**config.mk**
```make
export PLATFORM = sky130hd
export DESIGN_NAME = servo_ramp_pwm
export DESIGN_NICKNAME = d
export VERILOG_FILES = /design/src/rtl/servo_ramp_pwm.sv
export SDC_FILE = /design/constraint.sdc
export NUM_CORES = 1
export LEC_CHECK = 0
export BUFFER_PORTS_ARGS = -buffer_cell sky130_fd_sc_hd__buf_2
export CAP_MARGIN = 20
export CORE_MARGIN = 3
export CORE_UTILIZATION = 35
export CTS_BUF_LIST = sky130_fd_sc_hd__clkbuf_16
export DETAILED_ROUTE_END_ITERATION = 10
export PLACE_DENSITY = 0.51
export SETUP_SLACK_MARGIN = 0.4
export SLEW_MARGIN = 15
export SYNTH_ARGS = -nofsm -noshare
export SYNTH_HDL_FRONTEND = slang
export SYNTH_SLANG_ARGS = --single-unit
```
**constraint.sdc**
```tcl
create_clock -name clk -period 18.1 [get_ports clk]
set_clock_uncertainty 0.2 [all_clocks]
set_input_delay 3.62 -clock clk [delete_from_list [all_inputs] [get_ports clk]]
set_output_delay 3.62 -clock clk [all_outputs]
set_load 0.02 [all_outputs]
```
**src/rtl/servo_ramp_pwm.sv**
```systemverilog
// servo_ramp_pwm: multi-channel hobby-servo PWM generator with slew-limited width ramping.
//
// A free-running frame counter (0..PERIOD_CLKS-1) sets the PWM frame. Commands write a
// clamped target pulse width per channel. On the last clock of each frame (frame_tick),
// every channel's current width steps toward its target and the enable mask is latched.
// Widths and enables only change on that edge, so every emitted pulse is whole.
//
// Ports
//   clk         clock, rising edge
//   reset       asynchronous, active-high reset
//   cmd_valid   command presented
//   cmd_ready   command accepted this cycle (low on the frame_tick cycle and in reset)
//   cmd_ch      target channel; indices >= N_CH are accepted and ignored
//   cmd_pulse   requested pulse width in clocks, clamped to [PULSE_MIN_CLKS, PULSE_MAX_CLKS]
//   enable      per-channel output enable, sampled at frame_tick
//   pwm_out     per-channel PWM outputs
//   busy        per-channel: current width differs from target
//   frame_tick  one-cycle pulse on the last clock of each frame
module servo_ramp_pwm #(
  parameter int CLK_FREQ_HZ     = 25_000_000,
  parameter int N_CH            = 4,
  parameter int PERIOD_CLKS     = 500_000,
  parameter int PULSE_MIN_CLKS  = 25_000,
  parameter int PULSE_MAX_CLKS  = 50_000,
  parameter int PULSE_INIT_CLKS = 37_500,
  parameter int STEP_CLKS       = 250,
  parameter int CNT_W           = 19,
  localparam int CH_W           = (N_CH > 1) ? $clog2(N_CH) : 1
) (
  input  logic             clk,
  input  logic             reset,
  input  logic             cmd_valid,
  output logic             cmd_ready,
  input  logic [CH_W-1:0]  cmd_ch,
  input  logic [CNT_W-1:0] cmd_pulse,
  input  logic [N_CH-1:0]  enable,
  output logic [N_CH-1:0]  pwm_out,
  output logic [N_CH-1:0]  busy,
  output logic             frame_tick
);

  localparam logic [CNT_W-1:0] L_LAST = CNT_W'(PERIOD_CLKS - 1);
  localparam logic [CNT_W-1:0] L_MIN  = CNT_W'(PULSE_MIN_CLKS);
  localparam logic [CNT_W-1:0] L_MAX  = CNT_W'(PULSE_MAX_CLKS);
  localparam logic [CNT_W-1:0] L_INIT = CNT_W'(PULSE_INIT_CLKS);
  localparam logic [CNT_W-1:0] L_STEP = CNT_W'(STEP_CLKS);

  logic [CNT_W-1:0] r_cnt;
  logic [N_CH-1:0]  r_en;
  logic             w_tick;
  logic             w_accept;
  logic [CNT_W-1:0] w_clamped;

  assign w_tick     = (r_cnt == L_LAST);
  assign frame_tick = w_tick && !reset;
  assign cmd_ready  = !reset && !w_tick;
  assign w_accept   = cmd_valid && cmd_ready;

  always_comb begin
    w_clamped = cmd_pulse;
    if (cmd_pulse < L_MIN) begin
      w_clamped = L_MIN;
    end else if (cmd_pulse > L_MAX) begin
      w_clamped = L_MAX;
    end
  end

  // Frame counter and the enable mask that holds for the whole following frame.
  always_ff @(posedge clk or posedge reset) begin
    if (reset) begin
      r_cnt <= '0;
      r_en  <= '0;
    end else begin
      r_cnt <= w_tick ? '0 : r_cnt + 1'b1;
      if (w_tick) begin
        r_en <= enable;
      end
    end
  end

  for (genvar gi = 0; gi < N_CH; gi++) begin : g_ch
    logic [CNT_W-1:0] r_cur;
    logic [CNT_W-1:0] r_tgt;
    logic             w_up;
    logic [CNT_W-1:0] w_diff;
    logic [CNT_W-1:0] w_delta;
    logic [CNT_W-1:0] w_next;
    logic             w_wr;

    // Out-of-range channel indices never match any gi, so they are dropped silently.
    assign w_wr = w_accept && (cmd_ch == CH_W'(gi));

    always_comb begin
      w_up    = (r_tgt > r_cur);
      w_diff  = w_up ? (r_tgt - r_cur) : (r_cur - r_tgt);
      // STEP_CLKS of 0 means jump straight to the target.
      w_delta = ((STEP_CLKS == 0) || (w_diff < L_STEP)) ? w_diff : L_STEP;
      w_next  = w_up ? (r_cur + w_delta) : (r_cur - w_delta);
    end

    always_ff @(posedge clk or posedge reset) begin
      if (reset) begin
        r_cur <= L_INIT;
        r_tgt <= L_INIT;
      end else begin
        if (w_wr) begin
          r_tgt <= w_clamped;
        end
        if (w_tick) begin
          r_cur <= w_next;
        end
      end
    end

    assign pwm_out[gi] = r_en[gi] && (r_cnt < r_cur);
    assign busy[gi]    = (r_cur != r_tgt);
  end

endmodule

```
==> results of run 1 <==
-- critical path, delay by kind of cell (launching register included) --
family / cells / cell delay [ns]
buf+inv: 1 / 0.07
fa+ha+maj: 3 / 1.01
compound gates: 13 / 4.16
flops: 1 / 0.57
xor+xnor: 3 / 0.52
simple gates: 9 / 2.98
mux: 1 / 0.25
-- cell usage after synthesis (12+ instances only) --
cell type	number
ha_1	297
nand2_1	309
xnor2_1	74
nand3_1	71
fa_1	12
nand4_1	41
a211oi_1	28
a21boi_0	16
or2_2	13
a31oi_1	21
a21o_1	79
and3_1	20
a21oi_1	208
o21a_1	23
o211ai_1	29
xor2_1	57
nor2_1	167
or3_1	19
inv_1	221
dfrtp_1	111
nor3_1	66
nand2b_1	47
mux2i_1	22
o21bai_1	20
buf_2	25
o31ai_1	29
clkbuf_1	83
nor2b_1	34
nor4_1	12
and2_1	29
o21ai_0	273
dfstp_2	64
-- layout make-up --
class	instances	share of cell area, %
inverter	221	3.75
multi-input combinational	2217	67.9
tap	773	4.33
sequential	175	20.0
clock inverter	15	0.560
clock buffer	17	1.90
timing repair buffer	57	1.57
-- routing by layer --
layer,share of wire [%],vias to the layer above
met5,0.033,-
met4,4.1,4
met3,4.4,104
met2,45,557
met1,47,9468
li1,-,9696
-- state kept, by name, summed over array words and instances, names as in the netlist --
name,cells
g_ch.r_tgt,76
r_cnt,19
g_ch.r_cur,76
r_en,4
-- where the power goes --
part	leakage, nW	switching, mW	internal, mW
sequential	2.16	0.0184	0.416
clock	0.267	0.189	0.180
combinational	7.48	0.612	0.370
-- cell families after synthesis --
group	after synthesis	synth area share, %
adders and majority gates	309	18.9
and+or+nand+nor	878	20.4
DFF	175	21.3
xor gates and xnor gates	131	5.48
buffers and inverters	336	6.27
AOI/OAI and AO/OA	871	26.3
muxes	28	1.43
-- per-stage QoR --
stage          hold slack, ns  utilization, %  area, um2  std cells  setup WS, ns
3_3_place_gp            0.261            36.8      21800       3441          8.67
3_5_place_dp            0.267            36.8      21800       3441          8.47
4_1_cts                 0.286            37.7      22300       3473          8.38
6_report                0.280            37.8      22400       3475          8.18
2_1_floorplan           0.238               -      20900       2728          9.64
5_1_grt                 0.317            37.8      22400       3475          7.47
-- worst max path at each step --
stage | startpoint | end | slack (ns) | cells after the start
floorplan | reset | g_ch[0].r_cur[0]$_DFFE_PP0N_ | 9.64 | 1
global route | g_ch[2].r_cur[9]$_DFFE_PP1N_ | g_ch[2].r_cur[18]$_DFFE_PP0N_ | 7.47 | 30
global placement | g_ch[2].r_cur[15]$_DFFE_PP1N_ | g_ch[2].r_cur[18]$_DFFE_PP0N_ | 8.67 | 30
detailed placement | g_ch[2].r_cur[15]$_DFFE_PP1N_ | g_ch[2].r_cur[18]$_DFFE_PP0N_ | 8.47 | 30
finish | g_ch[2].r_cur[15]$_DFFE_PP1N_ | g_ch[2].r_cur[18]$_DFFE_PP0N_ | 8.18 | 30
CTS | g_ch[2].r_cur[15]$_DFFE_PP1N_ | g_ch[2].r_cur[18]$_DFFE_PP0N_ | 8.38 | 30
==> results.json, run 1 <==
{
  "vias": 19829,
  "ff2ff_setup_slack_ns": 8.18,
  "dieArea_um2": 62800,
  "status": "finished clean",
  "syn_area_um2": 20900,
  "min_period_ns": 9.92,
  "powerDensity_nw_per_um2": 79.8,
  "die_w_um": 251,
  "ant_nets": 0,
  "hp-class": "reg -> reg",
  "post-synth-top-area-fraction_pct": 17.8,
  "synth-main-ff-cell": "dfrtp_1",
  "holdPathStages": 1,
  "final-hold-violation-count": 0,
  "dp_hpwl_mm": 55.1,
  "avgSynthCellArea_um2": 7.67,
  "routed_wl_mm": 70.6,
  "synth.distinct_cells": 91,
  "post-route-drc-count": 0,
  "synth_enable_flop_cells": 0,
  "cp_slowest_cell": "nor3b_1",
  "finalCritPeriodShare_pct": 54.8,
  "cts-htree-levels": 4,
  "cp.required_ns": 18.27,
  "multi_input_area_um2": 15200,
  "cts_tree": "yes",
  "p_leak_nw": 9.91,
  "tightest_slew_ns": 1.09,
  "ys_seq_area_share_pct": 21.3,
  "slew_viol_final": 0,
  "postSynth.asyncResetShare_pct": 100,
  "core_um2": 59100,
  "rows": 89,
  "grtUsageMet1_pct": 30.1,
  "nets": 3026,
  "ys_seq_elements": 175,
  "busiest_layer": "met2",
  "n_antenna_cell": 0,
  "cts_setup_buffers": 0,
  "grt.overflow.total": 0,
  "max-vdd-ir-drop_mv": 0.0850,
  "synth_top_cells_by_area": "ha_1 (18%), dfrtp_1 (13%), dfstp_2 (8.0%)",
  "final_cell_mix": "nand2_1 (309), ha_1 (297), o21ai_0 (273)",
  "startpoint_type": "flop",
  "gp_congestion": 0.916,
  "setup_viol": 0,
  "ys_warn_count": 0,
  "cts-root-buf": "clkbuf_16",
  "cp_max_fo": 26,
  "dieHeight_um": 251,
  "dr.pass1.iters": 6,
  "fmax_mhz": 101,
  "cts_buffers": 17,
  "io_pins": 38,
  "grt_util_met2_pct": 36.3,
  "timing.rr.start": "g_ch[2].r_cur[15]$_DFFE_PP1N_",
  "ctsHoldBuffers": 0,
  "cts_sinks": 175,
  "critical_path_class": "reg -> reg",
  "netlist_instances": 2728,
  "max-slew-margin-rel_pct": 26.7,
  "rsz0062_at_grt": "false",
  "grt_use_met3_pct": 2.66,
  "end_kind": "flop",
  "clockBufferDepth": 2,
  "grt_max_degree": 107,
  "r2r_end": "g_ch[2].r_cur[18]$_DFFE_PP0N_",
  "grt_pass1_wl_mm": 110,
  "worstRegToRegCells": 30,
  "grt_usage_pct": 22.4,
  "maxCapViolations": 0,
  "route.detailed.wl_per_inst_um": 20.3,
  "crit_top_cell": "ha_1",
  "finalSetupTns_ns": 0,
  "synth_nets": 3065,
  "max_stage_delay_ns": 0.66,
  "grt_pass1_vias": 19168,
  "antenna_found_initial": 2,
  "viasPerCell": 5.71,
  "min_to": "g_ch[0].r_cur[18]$_DFFE_PP0N_",
  "critPathArrivalTime_ns": 10.09,
  "synth_area_leader_cell": "ha_1",
  "start_util_pct": 35.4,
  "clk_transition_reported_paths_ns": 0.08,
  "layout-drive-gt1-share_pct": 7.51,
  "ff_latch_area_um2": 4460,
  "port_buffers": 37,
  "ctsResizeCount": 0,
  "area_growth_pct": 6.77,
  "insertion_delay_ns": 0.48,
  "n_fill_cell": 6133,
  "final_common_cell": "nand2_1",
  "min-delay-start": "g_ch[0].r_cur[18]$_DFFE_PP0N_",
  "drtIter0Drc": 1375,
  "total_power_mw": 1.78
}
No activity file was read; power rests on OpenSTA's default activity.
==> inputs of run 2 (changes only) <==
clock period = 9.35 ns   (was 18.1 ns; I/O delays follow)
==> results.json, run 2 (same netlist as run 1, synthesis figures left out) <==
{
  "grt_pass1_vias": 19083,
  "post-route-util_pct": 38.4,
  "pwr-share-comb_pct": 55.0,
  "netSwitchingFraction_pct": 45.8,
  "dr.pass1.iters": 6,
  "grt_pass1_wl_mm": 110,
  "cp_max_fo": 20,
  "startpoint_type": "flop",
  "routed_wl_mm": 69.9,
  "critical_path_class": "reg -> reg",
  "gp_congestion": 0.903,
  "viasPerCell": 5.63,
  "core_um2": 59100,
  "final_cell_mix": "nand2_1 (308), ha_1 (293), o21ai_0 (272)",
  "largestRegisters": "g_ch.r_cur: 76 flops, g_ch.r_tgt: 76 flops, r_cnt: 19 flops",
  "ctsHoldBuffers": 0,
  "internal-power_mw": 1.91,
  "share_seq_of_total_power_pct": 23.9,
  "drtIter0Drc": 1449,
  "post-route-drc-count": 0,
  "p_clk_share_pct": 21.1,
  "vias": 19715,
  "slew_viol_final": 0,
  "fmax_mhz": 118,
  "cts-htree-levels": 4,
  "clockBufferDepth": 2,
  "die_w_um": 251,
  "timing.rr.start": "g_ch[3].r_cur[4]$_DFFE_PP1N_",
  "insertion_delay_ns": 0.48,
  "grt_max_degree": 107,
  "critPathArrivalTime_ns": 8.59,
  "max-vdd-ir-drop_mv": 0.159,
  "cts_sinks": 175,
  "cp_slowest_cell": "dfstp_2",
  "rows": 89,
  "port_buffers": 37,
  "max_stage_delay_ns": 0.55,
  "n_antenna_cell": 0,
  "critPathLaunch": "g_ch[3].r_cur[4]$_DFFE_PP1N_",
  "tightest_slew_ns": 1.04,
  "io_pins": 38,
  "dp_hpwl_mm": 54.3,
  "clk_transition_reported_paths_ns": 0.09,
  "maxCapViolations": 0,
  "dieHeight_um": 251,
  "nets": 3050,
  "r2r_end": "g_ch[3].r_cur[17]$_DFFE_PP0N_",
  "worstRegToRegCells": 31,
  "finalSetupTns_ns": 0,
  "switchingPower_mw": 1.62,
  "cts_buffers": 17,
  "crit_end": "g_ch[3].r_cur[17]$_DFFE_PP0N_",
  "area_growth_pct": 8.35,
  "ant_nets": 0,
  "p_leak_nw": 10.1,
  "powerDensity_nw_per_um2": 156,
  "cp.buffers_inverters": 2,
  "rsz0062_at_grt": "true",
  "dieArea_um2": 62800,
  "min_period_ns": 8.46,
  "setup_viol": 0,
  "end_kind": "flop",
  "status": "finished clean",
  "critical_path_depth": 31,
  "hp-class": "reg -> reg",
  "cp.required_ns": 9.48,
  "ff2ff_setup_slack_ns": 0.89,
  "grt_usage_pct": 22.1,
  "n_fill_cell": 6154,
  "final-hold-violation-count": 0,
  "max-slew-margin-rel_pct": 30.5,
  "multi_input_area_um2": 15300,
  "cts-root-buf": "clkbuf_16",
  "antenna_found_initial": 0,
  "route.detailed.wl_per_inst_um": 20.0,
  "layout-drive-gt1-share_pct": 9.13,
  "cp_top_family": "compound AO/OA/AOI/OAI gates",
  "grt.overflow.total": 0,
  "crit_top_cell": "o21ai_0",
  "cts_tree": "yes",
  "ff_latch_area_um2": 4460,
  "start_util_pct": 35.4,
  "final_common_cell": "nand2_1",
  "finalCritPeriodShare_pct": 90.4
}
## run 2: stage by stage
step / hold WS, ns / instances / setup slack (ns) / area, um2 / power (mW)
6_report: 0.282 / 3499 / 0.894 / 22700 / 3.53
5_1_grt: 0.318 / 3499 / 0.326 / 22700 / 3.80
4_1_cts: 0.283 / 3495 / 0.572 / 22500 / 3.51
3_5_place_dp: 0.267 / 3463 / 0.343 / 21900 / 2.74
3_3_place_gp: 0.263 / 3463 / 0.509 / 21900 / 2.72
2_1_floorplan: 0.238 / 2728 / 1.67 / 20900 / 2.29
## run 2: worst register-to-register path, delay by kind of cell, from the launching register on
| kind | cells | cell delay, ns |
|---|---|---|
| muxes | 1 | 0.30 |
| AOI/OAI and AO/OA | 14 | 3.38 |
| DFF | 1 | 0.55 |
| buffers and inverters | 2 | 0.33 |
| adders and majority gates | 3 | 1.08 |
| and+or+nand+nor | 9 | 2.18 |
| xor gates and xnor gates | 2 | 0.31 |
## run 2: area by class of cell
type	instances	area share (%)
Clock buffer	17	1.88
Clock inverter	15	0.756
Inverter	221	3.69
Multi-Input combinational cell	2218	67.5
Sequential cell	175	19.7
Tap cell	773	4.26
Timing Repair Buffer	80	2.24
## run 2: power by group through the flow
| stage | clock [mW] | combinational [mW] | sequential [mW] |
|---|---|---|---|
| after detailed placement | 0 | 1.88 | 0.857 |
| final | 0.745 | 1.94 | 0.843 |
| after floorplan | 0 | 1.45 | 0.839 |
| after global placement | 0 | 1.87 | 0.855 |
| after CTS | 0.767 | 1.90 | 0.843 |
| after global routing | 0.794 | 2.15 | 0.849 |
## run 2: repair_timing
action                                  4_1_cts  5_1_grt
gates resized for setup                       3       24
pin swaps                                     0        3
setup buffers                                 0        3
hold endpoints to repair                      0        0
gates cloned                                  0        1
endpoints found under the setup margin        4       14
## run 2: worst min-delay path by stage
stage / from / end / slack, ns / cells after the start
after floorplan: r_en[0]$_DFFE_PP0N_ / r_en[0]$_DFFE_PP0N_ / 0.24 / 2
after global placement: g_ch[0].r_cur[18]$_DFFE_PP0N_ / g_ch[0].r_cur[18]$_DFFE_PP0N_ / 0.26 / 1
after detailed placement: r_en[3]$_DFFE_PP0N_ / r_en[3]$_DFFE_PP0N_ / 0.27 / 2
after CTS: r_en[3]$_DFFE_PP0N_ / r_en[3]$_DFFE_PP0N_ / 0.28 / 2
after global routing: g_ch[0].r_cur[18]$_DFFE_PP0N_ / g_ch[0].r_cur[18]$_DFFE_PP0N_ / 0.32 / 1
final: g_ch[0].r_cur[18]$_DFFE_PP0N_ / g_ch[0].r_cur[18]$_DFFE_PP0N_ / 0.28 / 1
## run 2: routing by layer
layer / global-route usage (%) / vias to the layer above / wire length, um / share of wire [%]
met4: 4.58 / 0 / 1060 / 1.5
met3: 2.78 / 49 / 3110 / 4.4
li1: - / 9737 / - / -
met2: 37.9 / 443 / 33400 / 48
met5: 0 / - / 0 / 0
met1: 29.8 / 9486 / 32400 / 46
